**src/rtl/gba_dsound_pkg.sv**
```systemverilog
// gba_dsound_pkg: shared constants and helpers for the direct-sound engine
package gba_dsound_pkg;
  localparam int MAX_CH = 8;
  function automatic int tsel_w(input int n);
    return n > 1 ? $clog2(n) : 1;
  endfunction
  function automatic logic [7:0] byte_sel(input logic [31:0] w, input logic [1:0] i);
    return w[8*i +: 8];
  endfunction
  function automatic logic signed [9:0] vol_scale(input logic [7:0] s, input logic full);
    return full ? {s[7], s, 1'b0} : {{2{s[7]}}, s};
  endfunction
  function automatic logic signed [31:0] sat(input logic signed [31:0] v, input int w);
    logic signed [31:0] mx, mn;
    mx = (32'sd1 <<< (w - 1)) - 32'sd1;
    mn = -mx - 32'sd1;
    return v > mx ? mx : v < mn ? mn : v;
  endfunction
endpackage

```
**src/rtl/gba_dsound_if.sv**
```systemverilog
// gba_dsound_if: MMIO/DMA-side FIFO write, clear, refill request and status bundle
interface gba_dsound_if #(parameter int NUM_CH = 2, parameter int DEPTH = 8);
  localparam int LVL_W = $clog2(DEPTH + 1);
  logic [NUM_CH-1:0] fifo_we, ch_clr, dma_req, underrun, overflow;
  logic [31:0] fifo_wdata;
  logic [NUM_CH*LVL_W-1:0] fifo_level;
  modport master(output fifo_we, fifo_wdata, ch_clr, input dma_req, fifo_level, underrun, overflow);
  modport slave(input fifo_we, fifo_wdata, ch_clr, output dma_req, fifo_level, underrun, overflow);
endinterface

```
**src/rtl/gba_dsound_chan.sv**
```systemverilog
// gba_dsound_chan: one PCM channel FIFO + byte sequencer; DSOUND_UNDERRUN_ZERO_EN silences on underrun
module gba_dsound_chan import gba_dsound_pkg::*; #(
  parameter int DEPTH = 8,
  parameter int LVL_W = $clog2(DEPTH + 1)
) (
  input  logic             clk,
  input  logic             rst,
  input  logic             we,
  input  logic [31:0]      wdata,
  input  logic             clr,
  input  logic             tick,
  output logic             dma_req,
  output logic             underrun,
  output logic             overflow,
  output logic             upd,
  output logic [LVL_W-1:0] level,
  output logic [7:0]       sample_nxt
);
`ifdef DSOUND_UNDERRUN_ZERO_EN
  localparam bit UZ = 1'b1;
`else
  localparam bit UZ = 1'b0;
`endif
  localparam int AW = $clog2(DEPTH);
  logic [31:0] mem_q [DEPTH];
  logic [AW-1:0] rd_q, rd_d, wr_q, wr_d;
  logic [LVL_W-1:0] cnt_q, cnt_d;
  logic [31:0] cur_q, cur_d;
  logic [1:0] idx_q, idx_d;
  logic [7:0] smp_q, smp_d;
  logic vld_q, vld_d, und_q, und_d, ovf_q, ovf_d, dma_q, dma_d;
  logic empty, full, fetch, pop, adv, urun, push;
  always_comb begin
    empty = cnt_q == '0;
    full = cnt_q == LVL_W'(DEPTH);
    fetch = tick && (idx_q == 2'd0 || !vld_q);
    pop = !clr && fetch && !empty;
    adv = !clr && tick && !fetch;
    urun = !clr && fetch && empty;
    push = !clr && we && (!full || pop);
    rd_d = clr ? '0 : rd_q + AW'(pop);
    wr_d = clr ? '0 : wr_q + AW'(push);
    cnt_d = clr ? '0 : cnt_q + LVL_W'(push) - LVL_W'(pop);
    cur_d = pop ? mem_q[rd_q] : cur_q;
    idx_d = (clr || urun) ? 2'd0 : pop ? 2'd1 : adv ? idx_q + 2'd1 : idx_q;
    vld_d = !(clr || urun) && (pop || vld_q);
    smp_d = (clr || (urun && UZ)) ? 8'h00 : pop ? mem_q[rd_q][7:0] : adv ? byte_sel(cur_q, idx_q) : smp_q;
    und_d = !clr && (und_q || urun);
    ovf_d = !clr && (ovf_q || (we && full && !pop));
    dma_d = pop && cnt_d <= LVL_W'(DEPTH / 2);
    upd = clr || pop || adv || (urun && UZ);
  end
  always_ff @(posedge clk) begin
    if (push) mem_q[wr_q] <= wdata;
  end
  always_ff @(posedge clk) begin
    if (rst) begin
      rd_q <= '0;
      wr_q <= '0;
      cnt_q <= '0;
      cur_q <= '0;
      idx_q <= '0;
      smp_q <= '0;
      vld_q <= 1'b0;
      und_q <= 1'b0;
      ovf_q <= 1'b0;
      dma_q <= 1'b0;
    end else begin
      rd_q <= rd_d;
      wr_q <= wr_d;
      cnt_q <= cnt_d;
      cur_q <= cur_d;
      idx_q <= idx_d;
      smp_q <= smp_d;
      vld_q <= vld_d;
      und_q <= und_d;
      ovf_q <= ovf_d;
      dma_q <= dma_d;
    end
  end
  assign dma_req = dma_q;
  assign underrun = und_q;
  assign overflow = ovf_q;
  assign level = cnt_q;
  assign sample_nxt = smp_d;
endmodule

```
**src/rtl/gba_dsound_engine.sv**
```systemverilog
// gba_dsound_engine: NUM_CH FIFO-fed PCM channels, timer tick select, registered saturating stereo mix
module gba_dsound_engine import gba_dsound_pkg::*; #(
  parameter int NUM_CH = 2,
  parameter int DEPTH = 8,
  parameter int NUM_TIMERS = 2,
  parameter int OUT_W = 16,
  localparam int TSEL_W = tsel_w(NUM_TIMERS),
  localparam int LVL_W = $clog2(DEPTH + 1)
) (
  input  logic                     gba_clk,
  input  logic                     reset,
  gba_dsound_if.slave              bus,
  input  logic [NUM_TIMERS-1:0]    timer_ovf,
  input  logic [NUM_CH*TSEL_W-1:0] ch_tsel,
  input  logic [NUM_CH-1:0]        ch_full_vol,
  input  logic [NUM_CH-1:0]        ch_en_l,
  input  logic [NUM_CH-1:0]        ch_en_r,
  output logic signed [OUT_W-1:0]  out_l,
  output logic signed [OUT_W-1:0]  out_r,
  output logic                     out_valid
);
  localparam int NTP = 1 << TSEL_W;
  logic [NTP-1:0] tovf;
  logic [NUM_CH-1:0] tick, upd_v, dma_v, und_v, ovf_v;
  logic [NUM_CH*LVL_W-1:0] lvl_v;
  logic [7:0] smp [NUM_CH];
  logic signed [OUT_W+3:0] sum_l, sum_r, v;
  logic signed [31:0] sl, sr;
  logic signed [OUT_W-1:0] out_l_q, out_l_d, out_r_q, out_r_d;
  logic valid_q, valid_d;
  assign tovf = NTP'(timer_ovf);
  for (genvar c = 0; c < NUM_CH; c++) begin : g_ch
    assign tick[c] = tovf[ch_tsel[c*TSEL_W +: TSEL_W]];
    gba_dsound_chan #(.DEPTH(DEPTH)) u_chan (
      .clk(gba_clk),
      .rst(reset),
      .we(bus.fifo_we[c]),
      .wdata(bus.fifo_wdata),
      .clr(bus.ch_clr[c]),
      .tick(tick[c]),
      .dma_req(dma_v[c]),
      .underrun(und_v[c]),
      .overflow(ovf_v[c]),
      .upd(upd_v[c]),
      .level(lvl_v[c*LVL_W +: LVL_W]),
      .sample_nxt(smp[c])
    );
  end
  assign bus.dma_req = dma_v;
  assign bus.underrun = und_v;
  assign bus.overflow = ovf_v;
  assign bus.fifo_level = lvl_v;
  always_comb begin
    sum_l = '0;
    sum_r = '0;
    v = '0;
    for (int c = 0; c < NUM_CH; c++) begin
      v = (OUT_W+4)'(vol_scale(smp[c], ch_full_vol[c]));
      sum_l = sum_l + (ch_en_l[c] ? v : '0);
      sum_r = sum_r + (ch_en_r[c] ? v : '0);
    end
    sl = sat(32'(sum_l), OUT_W);
    sr = sat(32'(sum_r), OUT_W);
    valid_d = |upd_v;
    out_l_d = valid_d ? sl[OUT_W-1:0] : out_l_q;
    out_r_d = valid_d ? sr[OUT_W-1:0] : out_r_q;
  end
  always_ff @(posedge gba_clk) begin
    if (reset) begin
      out_l_q <= '0;
      out_r_q <= '0;
      valid_q <= 1'b0;
    end else begin
      out_l_q <= out_l_d;
      out_r_q <= out_r_d;
      valid_q <= valid_d;
    end
  end
  assign out_l = out_l_q;
  assign out_r = out_r_q;
  assign out_valid = valid_q;
endmodule
```
**src/flat_wrapper.sv**
```systemverilog
// flat-port wrapper written by rule: the top's interface ports become plain ports
module gba_dsound_engine_flat import gba_dsound_pkg::*;
#(
  parameter int NUM_CH = 2,
  parameter int DEPTH = 8,
  parameter int NUM_TIMERS = 2,
  parameter int OUT_W = 16,
  localparam int TSEL_W = tsel_w(NUM_TIMERS),
  localparam int LVL_W = $clog2(DEPTH + 1)
)
  (gba_clk, reset, timer_ovf, ch_tsel, ch_full_vol, ch_en_l, ch_en_r, out_l, out_r, out_valid, bus_fifo_we, bus_fifo_wdata, bus_ch_clr, bus_dma_req, bus_fifo_level, bus_underrun, bus_overflow);
  gba_dsound_if #(.NUM_CH(NUM_CH), .DEPTH(DEPTH)) bus_i ();
  input  logic gba_clk;
  input  logic reset;
  input  logic [NUM_TIMERS-1:0] timer_ovf;
  input  logic [NUM_CH*TSEL_W-1:0] ch_tsel;
  input  logic [NUM_CH-1:0] ch_full_vol;
  input  logic [NUM_CH-1:0] ch_en_l;
  input  logic [NUM_CH-1:0] ch_en_r;
  output logic signed [OUT_W-1:0] out_l;
  output logic signed [OUT_W-1:0] out_r;
  output logic out_valid;
  input wire logic [$bits(bus_i.fifo_we)-1:0] bus_fifo_we;
  input wire logic [$bits(bus_i.fifo_wdata)-1:0] bus_fifo_wdata;
  input wire logic [$bits(bus_i.ch_clr)-1:0] bus_ch_clr;
  output wire logic [$bits(bus_i.dma_req)-1:0] bus_dma_req;
  output wire logic [$bits(bus_i.fifo_level)-1:0] bus_fifo_level;
  output wire logic [$bits(bus_i.underrun)-1:0] bus_underrun;
  output wire logic [$bits(bus_i.overflow)-1:0] bus_overflow;
  assign bus_i.fifo_we = bus_fifo_we;
  assign bus_i.fifo_wdata = bus_fifo_wdata;
  assign bus_i.ch_clr = bus_ch_clr;
  assign bus_dma_req = bus_i.dma_req;
  assign bus_fifo_level = bus_i.fifo_level;
  assign bus_underrun = bus_i.underrun;
  assign bus_overflow = bus_i.overflow;
  gba_dsound_engine #(.NUM_CH(NUM_CH), .DEPTH(DEPTH), .NUM_TIMERS(NUM_TIMERS), .OUT_W(OUT_W)) u_core (.gba_clk(gba_clk), .reset(reset), .bus(bus_i), .timer_ovf(timer_ovf), .ch_tsel(ch_tsel), .ch_full_vol(ch_full_vol), .ch_en_l(ch_en_l), .ch_en_r(ch_en_r), .out_l(out_l), .out_r(out_r), .out_valid(out_valid));
endmodule
```
**config.mk**
```make
export PLATFORM = sky130hd
export DESIGN_NAME = gba_dsound_engine_flat
export DESIGN_NICKNAME = d
export VERILOG_FILES = /design/src/rtl/gba_dsound_pkg.sv /design/src/rtl/gba_dsound_if.sv /design/src/rtl/gba_dsound_chan.sv /design/src/rtl/gba_dsound_engine.sv /design/src/flat_wrapper.sv
export SDC_FILE = /design/constraint.sdc
export NUM_CORES = 1
export LEC_CHECK = 0
export CORE_UTILIZATION = 50
export DETAILED_ROUTE_END_ITERATION = 12
export PLACE_DENSITY = 0.75
export SLEW_MARGIN = 20
export SYNTH_ARGS = -nofsm -noshare
export SYNTH_HDL_FRONTEND = slang
export SYNTH_SLANG_ARGS = --single-unit
```
**constraint.sdc**
```tcl
create_clock -name gba_clk -period 6.25 [get_ports gba_clk]
set_input_delay 1.5625 -clock gba_clk [delete_from_list [all_inputs] [get_ports gba_clk]]
set_output_delay 1.5625 -clock gba_clk [all_outputs]
set_load 0.01 [all_outputs]
```
# Yosys cells after proc, flatten, opt, wreduce, memory -nomap -nowiden
# Memories as Yosys holds them, arrays and structs flattened. A register that Yosys moved wholly into a read port is not among the register bits.
# Cells that the tools add are included.
classes:
  n_addsub: 12
  n_mul: 0
  div_mod_pow: 0
  n_lt_le_gt_ge: 8
  eq_ne: 2
  n_shift: 2
  mux: 32
  n_bitwise: 0
  reduce_logical: 71
ops:
  columns: ["cell", "n"]
  rows:
  - ["2-to-1 mux 20 bit", 4]
  - ["2-to-1 mux 16 bit", 4]
  - ["2-to-1 mux 8 bit", 8]
  - ["indexed part select 32 x 6 -> 8 bit", 2]
  - ["adder 20 bit", 2]
  - ["greater-than comparator 20 x 16 -> 1 bit (second input constant)", 2]
  - ["< comparator 20 x 16 -> 1 bit (second input constant)", 2]
  - ["logical AND 1 bit", 28]
  - ["logical OR 1 bit", 16]
  - ["zero test 1 bit", 14]
  - ["adder 3 x 1 -> 3 bit", 4]
  - ["2-to-1 mux 1 bit", 12]
  - ["OR reduction 2 bit", 5]
  - ["adder 4 x 1 -> 4 bit", 2]
  - ["equality test 4 bit (second input constant)", 2]
  - ["less-or-equal comparator 4 x 3 -> 1 bit (second input constant)", 2]
  - ["zero test 4 bit", 2]
  - ["2-to-1 mux 4 bit", 2]
  - ["subtractor 4 x 1 -> 4 bit", 2]
  - ["2-to-1 mux 3 bit", 2]
  - ["OR reduction 3 bit", 2]
  - ["adder 2 x 1 -> 2 bit (second input constant)", 2]
  - ["zero test 2 bit", 2]
  - ["< comparator 1 x 2 -> 1 bit (second input constant)", 2]
  - ["nonzero test 2 bit", 2]
word_totals:
  register_bits: 145
  latchBits: 0
  mem_bits_rw: 512
  mem_bits_ro: 0
  input_bits: 48
  out_inout_bits: 47
  wordCells: 154
  mem_count: 2
memory_table:
  columns: ["memory", "depth", "word_bits", "rd", "rd_clocked_by_memory_dff", "write_ports", "line", "rtl"]
  rows:
  - ["u_core.g_ch[0].u_chan.mem_q", 8, 32, 1, 1, 1, "gba_dsound_chan.sv:25", "logic [31:0] mem_q [DEPTH];"]
  - ["u_core.g_ch[1].u_chan.mem_q", 8, 32, 1, 1, 1, "gba_dsound_chan.sv:25", null]

# Longest topological paths before layout
# Gate-level depths: netlist (run 1).
depth:
  word_depth: 14
  depth_mapped: 21
  mapped_depth_nobuf: 19

# Hierarchy
# From an unflattened synthesis (run 1), not the netlist that was laid out.
hier_totals:
  hier_cells: 1575
  area_unflattened_um2: 26804.5
modules_own_cells:
  columns: ["module", "n_inst", "cells_per_inst", "area_each_um2", "seq_area_each_um2"]
  rows:
  - ["gba_dsound_chan at u_core.g_ch[1].u_chan", 1, 643, 12171.7, 8808.4]
  - ["gba_dsound_chan at u_core.g_ch[0].u_chan", 1, 643, 12160.4, 8808.4]
  - ["gba_dsound_engine", 1, 289, 2472.4, 660.6]

# Worst setup path after synthesis (run 1)
# No wires, ideal clock.
synth_timing:
  path_kind: "input to register"
  from: "in bus_ch_clr[1]"
  to: "reg u_core.out_r_q[8], in the netlist u_core.out_r[8]"
  setup_ns: 0.117
  t_arrival_ns: 5.120
  t_required_ns: 6.133
  setup_slack_ns: 1.012
  stages: 19
  path_buffers: 3
  path_cell_list: "buf_2 > inv_1 > nand4_1 > buf_4 > clkbuf_1 > a31o_2 > nor3_1 > ha_1 > inv_1 > fa_1 > nor2b_1 > o2111ai_1 > and3_1 > o21ba_2 > fa_1 > inv_1 > o21ai_1 > nor2b_1 > a32o_1"
synth_via:
  elab_chain_cells: 12
  word_cells_on_any_way: 18
  classes_between: "1 x add/sub; 2 x order compare; 7 x mux; 8 x reduce/logical"
synth_rtl:
  columns: ["item", "line", "rtl"]
  rows:
  - ["start, declared", "flat_wrapper.sv:25", "input wire logic [$bits(bus_i.ch_clr)-1:0] bus_ch_clr;"]
  - ["zero test 1 bit", "gba_dsound_chan.sv:37, gba_dsound_chan.sv:38", null]
  - ["logical AND 1 bit (2 in a row)", "gba_dsound_chan.sv:38", "adv = !clr && tick && !fetch;"]
  - ["2-to-1 mux 8 bit (3 in a row)", "gba_dsound_chan.sv:47", "smp_d = (clr || (urun && UZ)) ? 8'h00 : pop ? mem_q[rd_q][7:0] : adv ? byte_sel(cur_q, idx_q) : smp_q;"]
  - ["2-to-1 mux 8 bit", "gba_dsound_pkg.sv:11", "return full ? {s[7], s, 1'b0} : {{2{s[7]}}, s};"]
  - ["2-to-1 mux 20 bit", "gba_dsound_engine.sv:60", "sum_r = sum_r + (ch_en_r[c] ? v : '0);"]
  - ["adder 20 bit", "gba_dsound_engine.sv:60", null]
  - ["< comparator 20 x 16 -> 1 bit", "gba_dsound_pkg.sv:17", "return v > mx ? mx : v < mn ? mn : v;"]
  - ["2-to-1 mux 16 bit (2 in a row)", "gba_dsound_pkg.sv:17", null]
  - ["end signal, assigned", "gba_dsound_engine.sv:75", "out_r_q <= out_r_d;"]
  - ["end, declared", "gba_dsound_engine.sv:29", "logic signed [OUT_W-1:0] out_l_q, out_l_d, out_r_q, out_r_d;"]
# Parallel ways exist; a longest one is shown, timed or not.
# A chain may end at the register's enable or synchronous reset.

# Final worst setup path (run 1)
layout_timing:
  from: "in ch_tsel[1]"
  to: "reg u_core.out_r_q[5], in the netlist u_core.out_r[5]"
layout_via:
  elab_chain_cells: 14
  word_cells_on_any_way: 21
  classes_between: "1 x add/sub; 2 x order compare; 9 x mux; 9 x reduce/logical"
layout_rtl:
  columns: ["item", "line", "rtl"]
  rows:
  - ["start, declared", "flat_wrapper.sv:16", "input logic [NUM_CH*TSEL_W-1:0] ch_tsel;"]
  - ["2-to-1 mux 1 bit (not written as such) * (2 in a row)", "gba_dsound_engine.sv:33", "assign tick[c] = tovf[ch_tsel[c*TSEL_W +: TSEL_W]];"]
  - ["logical AND 1 bit", "gba_dsound_chan.sv:36", "fetch = tick && (idx_q == 2'd0 || !vld_q);"]
  - ["zero test 1 bit", "gba_dsound_chan.sv:38", null]
  - ["logical AND 1 bit", "gba_dsound_chan.sv:38", null]
  - ["2-to-1 mux 8 bit (3 in a row)", "gba_dsound_chan.sv:47", null]
  - ["2-to-1 mux 8 bit", "gba_dsound_pkg.sv:11", null]
  - ["2-to-1 mux 20 bit", "gba_dsound_engine.sv:60", null]
  - ["adder 20 bit", "gba_dsound_engine.sv:60", null]
  - ["< comparator 20 x 16 -> 1 bit", "gba_dsound_pkg.sv:17", null]
  - ["2-to-1 mux 16 bit (2 in a row)", "gba_dsound_pkg.sv:17", null]
# Mark *: on every way between the ends. The rest lies on a longest branch, timed or not. The select of a mux whose other input is x is not followed.

==> results of run 1 <==
per-stage QoR:
step / setup WS [ns] / util, % / hold WS, ns
after global placement: 0.324 / 53.9 / 0.433
after floorplan: 1.01 / - / 0.442
after detailed placement: 0.233 / 53.9 / 0.439
after global routing: 0.553 / 57.8 / 0.474
final: 0.821 / 57.8 / 0.452
after CTS: 0.870 / 57.8 / 0.455
kinds of logic (layout without fill, tap and decap cells):
logic type / count (synthesis) / in the layout
AO/OA/AOI/OAI: 210 / 210
multiplexers: 196 / 196
XOR/XNOR: 19 / 19
other: 0 / 1
flip-flops: 657 / 657
AND/OR/NAND/NOR: 330 / 330
buffers and inverters: 117 / 289
adder cells (fa/ha/maj): 46 / 46
how the worst min path moves through the flow:
stage                                              start                        endpoint
final                                   u_core.out_r[14]                u_core.out_r[14]
after global routing                    u_core.out_r[12]                u_core.out_r[12]
after CTS                               u_core.out_r[12]                u_core.out_r[12]
after detailed placement                 u_core.out_r[9]                 u_core.out_r[9]
after global placement                  u_core.out_r[14]                u_core.out_r[14]
after floorplan           u_core.g_ch[0].u_chan.overflow  u_core.g_ch[0].u_chan.overflow
routing by layer:
metal	up-vias	routed length (um)	track usage [%]	part of all wire, %
li1	6457	-	-	-
met1	7432	24500	31.1	42
met2	557	28300	35.3	48
met3	89	4460	4.28	7.6
met4	2	1360	6.31	2.3
met5	-	13	0	0.022
critical path, cell delays in order:
cell,delay (ns)
sky130_fd_sc_hd__clkdlybuf4s50_1,0.51
sky130_fd_sc_hd__mux2_2,0.39
sky130_fd_sc_hd__nand4_1,0.11
sky130_fd_sc_hd__buf_4,0.20
sky130_fd_sc_hd__a211oi_1,0.08
sky130_fd_sc_hd__a31o_2,0.33
sky130_fd_sc_hd__nor3_1,0.21
sky130_fd_sc_hd__ha_1,0.22
sky130_fd_sc_hd__inv_1,0.06
sky130_fd_sc_hd__fa_1,0.40
sky130_fd_sc_hd__nor2b_1,0.18
sky130_fd_sc_hd__o2111ai_1,0.15
sky130_fd_sc_hd__and3_1,0.19
sky130_fd_sc_hd__o21ba_2,0.21
sky130_fd_sc_hd__fa_1,0.40
sky130_fd_sc_hd__a21oi_1,0.14
sky130_fd_sc_hd__a21oi_1,0.14
sky130_fd_sc_hd__nor2_1,0.31
sky130_fd_sc_hd__a21oi_1,0.13
layout make-up:
type	count	area (um^2)	area share [%]
antenna	1	2.50	0.00824
clock buffer	93	1730	5.69
clock inverter	21	300	0.989
inverter	34	128	0.420
multi-input combinational	801	7780	25.6
sequential	657	18300	60.2
tap	688	861	2.83
timing repair buffer	141	1290	4.24
power by group through the flow:
stage	clock network (mW)	registers, mW	logic, mW
6_report	3.73	4.82	0.458
5_1_grt	3.94	4.83	0.500
4_1_cts	3.79	4.82	0.459
3_5_place_dp	0	4.91	0.455
3_3_place_gp	0	4.91	0.442
2_1_floorplan	0	4.91	0.254
sequential cells by signal (all words and copies together) (netlist names):
name and cells:
u_core.out_valid 1, u_core.g_ch.u_chan.mem_q 512, u_core.g_ch.u_chan.smp_q 16, u_core.g_ch.u_chan.vld_q 2, u_core.g_ch.u_chan.level 8, u_core.out_l 16, u_core.g_ch.u_chan.wr_q 6, u_core.g_ch.u_chan.dma_req 2
u_core.g_ch.u_chan.underrun 2, u_core.g_ch.u_chan.cur_q 64, u_core.out_r 16, u_core.g_ch.u_chan.idx_q 4, u_core.g_ch.u_chan.rd_q 6, u_core.g_ch.u_chan.overflow 2
layout by cell type, fill, tap and decap left out, types with 28 or more instances in the layout:
cell type,count
sky130_fd_sc_hd__nor3_1,30
sky130_fd_sc_hd__mux2i_1,50
sky130_fd_sc_hd__buf_4,47
sky130_fd_sc_hd__edfxtp_1,512
sky130_fd_sc_hd__nand2_1,65
sky130_fd_sc_hd__dfxtp_1,139
sky130_fd_sc_hd__nor2_1,132
sky130_fd_sc_hd__inv_1,31
sky130_fd_sc_hd__clkbuf_16,62
sky130_fd_sc_hd__o22ai_1,28
sky130_fd_sc_hd__a211oi_1,68
sky130_fd_sc_hd__mux4_2,144
sky130_fd_sc_hd__ha_1,40
sky130_fd_sc_hd__clkdlybuf4s50_1,93
==> flow_metrics.py, run 1 <==
metrics = {
    "outcome": {
        "outcome": "complete, no violations",
    },
    "pwr": {
        "power_per_cell_area_nw_per_um2": 297,
        "power_frac_clock_pct": 41.4,
        "leakage_nw": 9.58,
        "p_int_mw": 7.13,
        "report.power.total_mw": 9.01,
        "power_switching_mw": 1.88,
        "seq_power_share_pct": 53.5,
        "peakVddDrop_v": 0.000291,
        "comb_power_share_pct": 5.1,
        "power.switching_fraction_pct": 20.9,
    },
    "sta": {
        "maxClockFrequency_mhz": 184,
        "timing.final.max_slew_violations": 0,
        "setup-tns-final_ns": 0,
        "maxSlewHeadroom_pct": 30.6,
        "rsz0062_at_grt": "false",
        "finalClockSkew_ns": 0.0261,
        "timing.final.crit_share_pct": 86.9,
        "final_hold_viols": 0,
        "max_slew.worst_pin.slew_ns": 1.04,
        "setup_viol": 0,
        "final_period_minus_worst_setup_slack_ns": 5.43,
    },
    "die": {
        "std_cell_rows": 84,
        "coreArea_um2": 52600,
        "start_util_pct": 50.5,
        "floorplan.die_area_um2": 54000,
        "io_pins": 95,
        "fp.dieH_um": 232,
        "die_width_um": 232,
    },
    "finish": {
        "layout.cells.non_filler": 2436,
        "syn_to_final_growth_pct": 14.4,
        "finish.instance_area_um2": 30400,
        "fin_nets": 1790,
        "nFillCells": 3914,
        "post_route_cells_drive_above_1_share_pct": 19.6,
    },
    "yosys": {
        "synthesis.instances": 1575,
        "synthTopCellsByCount": "sky130_fd_sc_hd__edfxtp_1, sky130_fd_sc_hd__dfxtp_1, sky130_fd_sc_hd__mux4_2, sky130_fd_sc_hd__nor2_1, sky130_fd_sc_hd__a211oi_1",
        "yosys-top-cells-area": "sky130_fd_sc_hd__edfxtp_1, sky130_fd_sc_hd__mux4_2, sky130_fd_sc_hd__dfxtp_1, sky130_fd_sc_hd__nor2_1, sky130_fd_sc_hd__a211oi_1",
        "synth_nets": 1669,
        "synthAdderAreaFrac_pct": 2.34,
        "ys_seq_area_share_pct": 68.9,
        "synth_top_area_cell": "sky130_fd_sc_hd__edfxtp_1",
        "synth_most_common_cell": "sky130_fd_sc_hd__edfxtp_1",
        "synth_edf_count": 512,
        "ys_seq_elements": 657,
        "postSynth.asyncResetShare_pct": 0,
        "synth_area_um2": 26500,
        "yosys.cell_types.count": 68,
        "synth_xor_area_share_pct": 0.627,
        "synthesis.yosys.warnings": 0,
        "yosysTopAreaCellShare_pct": 57.9,
        "yosys-mux-area-fraction_pct": 14.2,
        "synth.avg_cell_area_um2": 16.9,
        "synth_simple_gate_area_share_pct": 5.96,
        "synthFlopType": "sky130_fd_sc_hd__edfxtp_1",
        "combinational_family_with_the_most_area_after_synthesis": "multiplexers",
        "synth_compound_area_share_pct": 5.77,
    },
    "drt": {
        "first_pass_iters": 5,
        "route.final.wire_length_um": 58600,
        "detailroute.via_count": 14500,
        "avgRoutedWirePerCell_um": 24.0,
        "dr.first_iter.drc_count": 1429,
        "remaining_drc_errors": 0,
        "avgViaCountPerCell": 5.97,
        "antenna_left": 0,
    },
    "worst_hold_path": {
        "worst_hold_path.num_cells": 1,
        "worst_hold_path_type": "reg -> reg",
    },
    "grt": {
        "grt_first_pass_wirelength_um": 88800,
        "grt_remaining_overflow": 0,
        "globalRouteTotalUtil_pct": 22.1,
        "grt_start_max_net_pins": 76,
        "antenna_found_initial": 2,
        "first_global_vias": 14700,
    },
    "critical_path": {
        "regToRegEndpoint": "u_core.out_r[5]",
        "setup.worst_path.class": "in -> reg",
        "r2r.worst_path.cells": 20,
        "reg2reg_from": "u_core.g_ch[1].u_chan.idx_q[0]",
        "kind_of_start_point_of_the_critical_path": "input pin",
        "critical_path.endpoint": "u_core.out_r[5]",
        "critPathLaunch": "ch_tsel[1]",
        "critical_path.max_fanout": 11,
        "crit_path_end_kind": "flip-flop",
        "cp_data_arrival_time_ns": 5.91,
        "required_ns": 6.73,
        "ff2ff_setup_slack_ns": 1.33,
    },
    "place": {
        "gp_congestion": 0.934,
        "dp_hpwl_um": 36400,
        "numPlacedInstances": 2321,
        "buffer_ports.inserted": 94,
        "post_dp_cell_area_um2": 28300,
    },
    "cts": {
        "ctsHoldBuffers": 0,
        "tritoncts.num_buffers": 61,
        "clk_latency_ns": 0.63,
        "postCtsResizedCells": 0,
        "cts.path.max_buffers": 3,
        "cts_sinks": 657,
        "cts_tree": "done",
        "htree_levels": 2,
        "cts.root.buffer_cell": "sky130_fd_sc_hd__clkbuf_16",
        "clkSlewWorstSetupHoldPaths_ns": 0.06,
        "post_cts_buffers": 0,
    },
    "job": {
        "cap_violations": 0,
    },
}
Note: power is estimated with default switching activity, not from simulation.
==> run 2: changes to the inputs <==
- CORE_MARGIN: not set -> 1
==> results of run 2 <==
The final DEF is identical to that of run 1; final timing and power are the same.
==> run 3: changes to the inputs <==
- SLEW_MARGIN: 20 -> not set
==> results of run 3 <==
The final DEF is identical to that of run 1; final timing and power are the same.
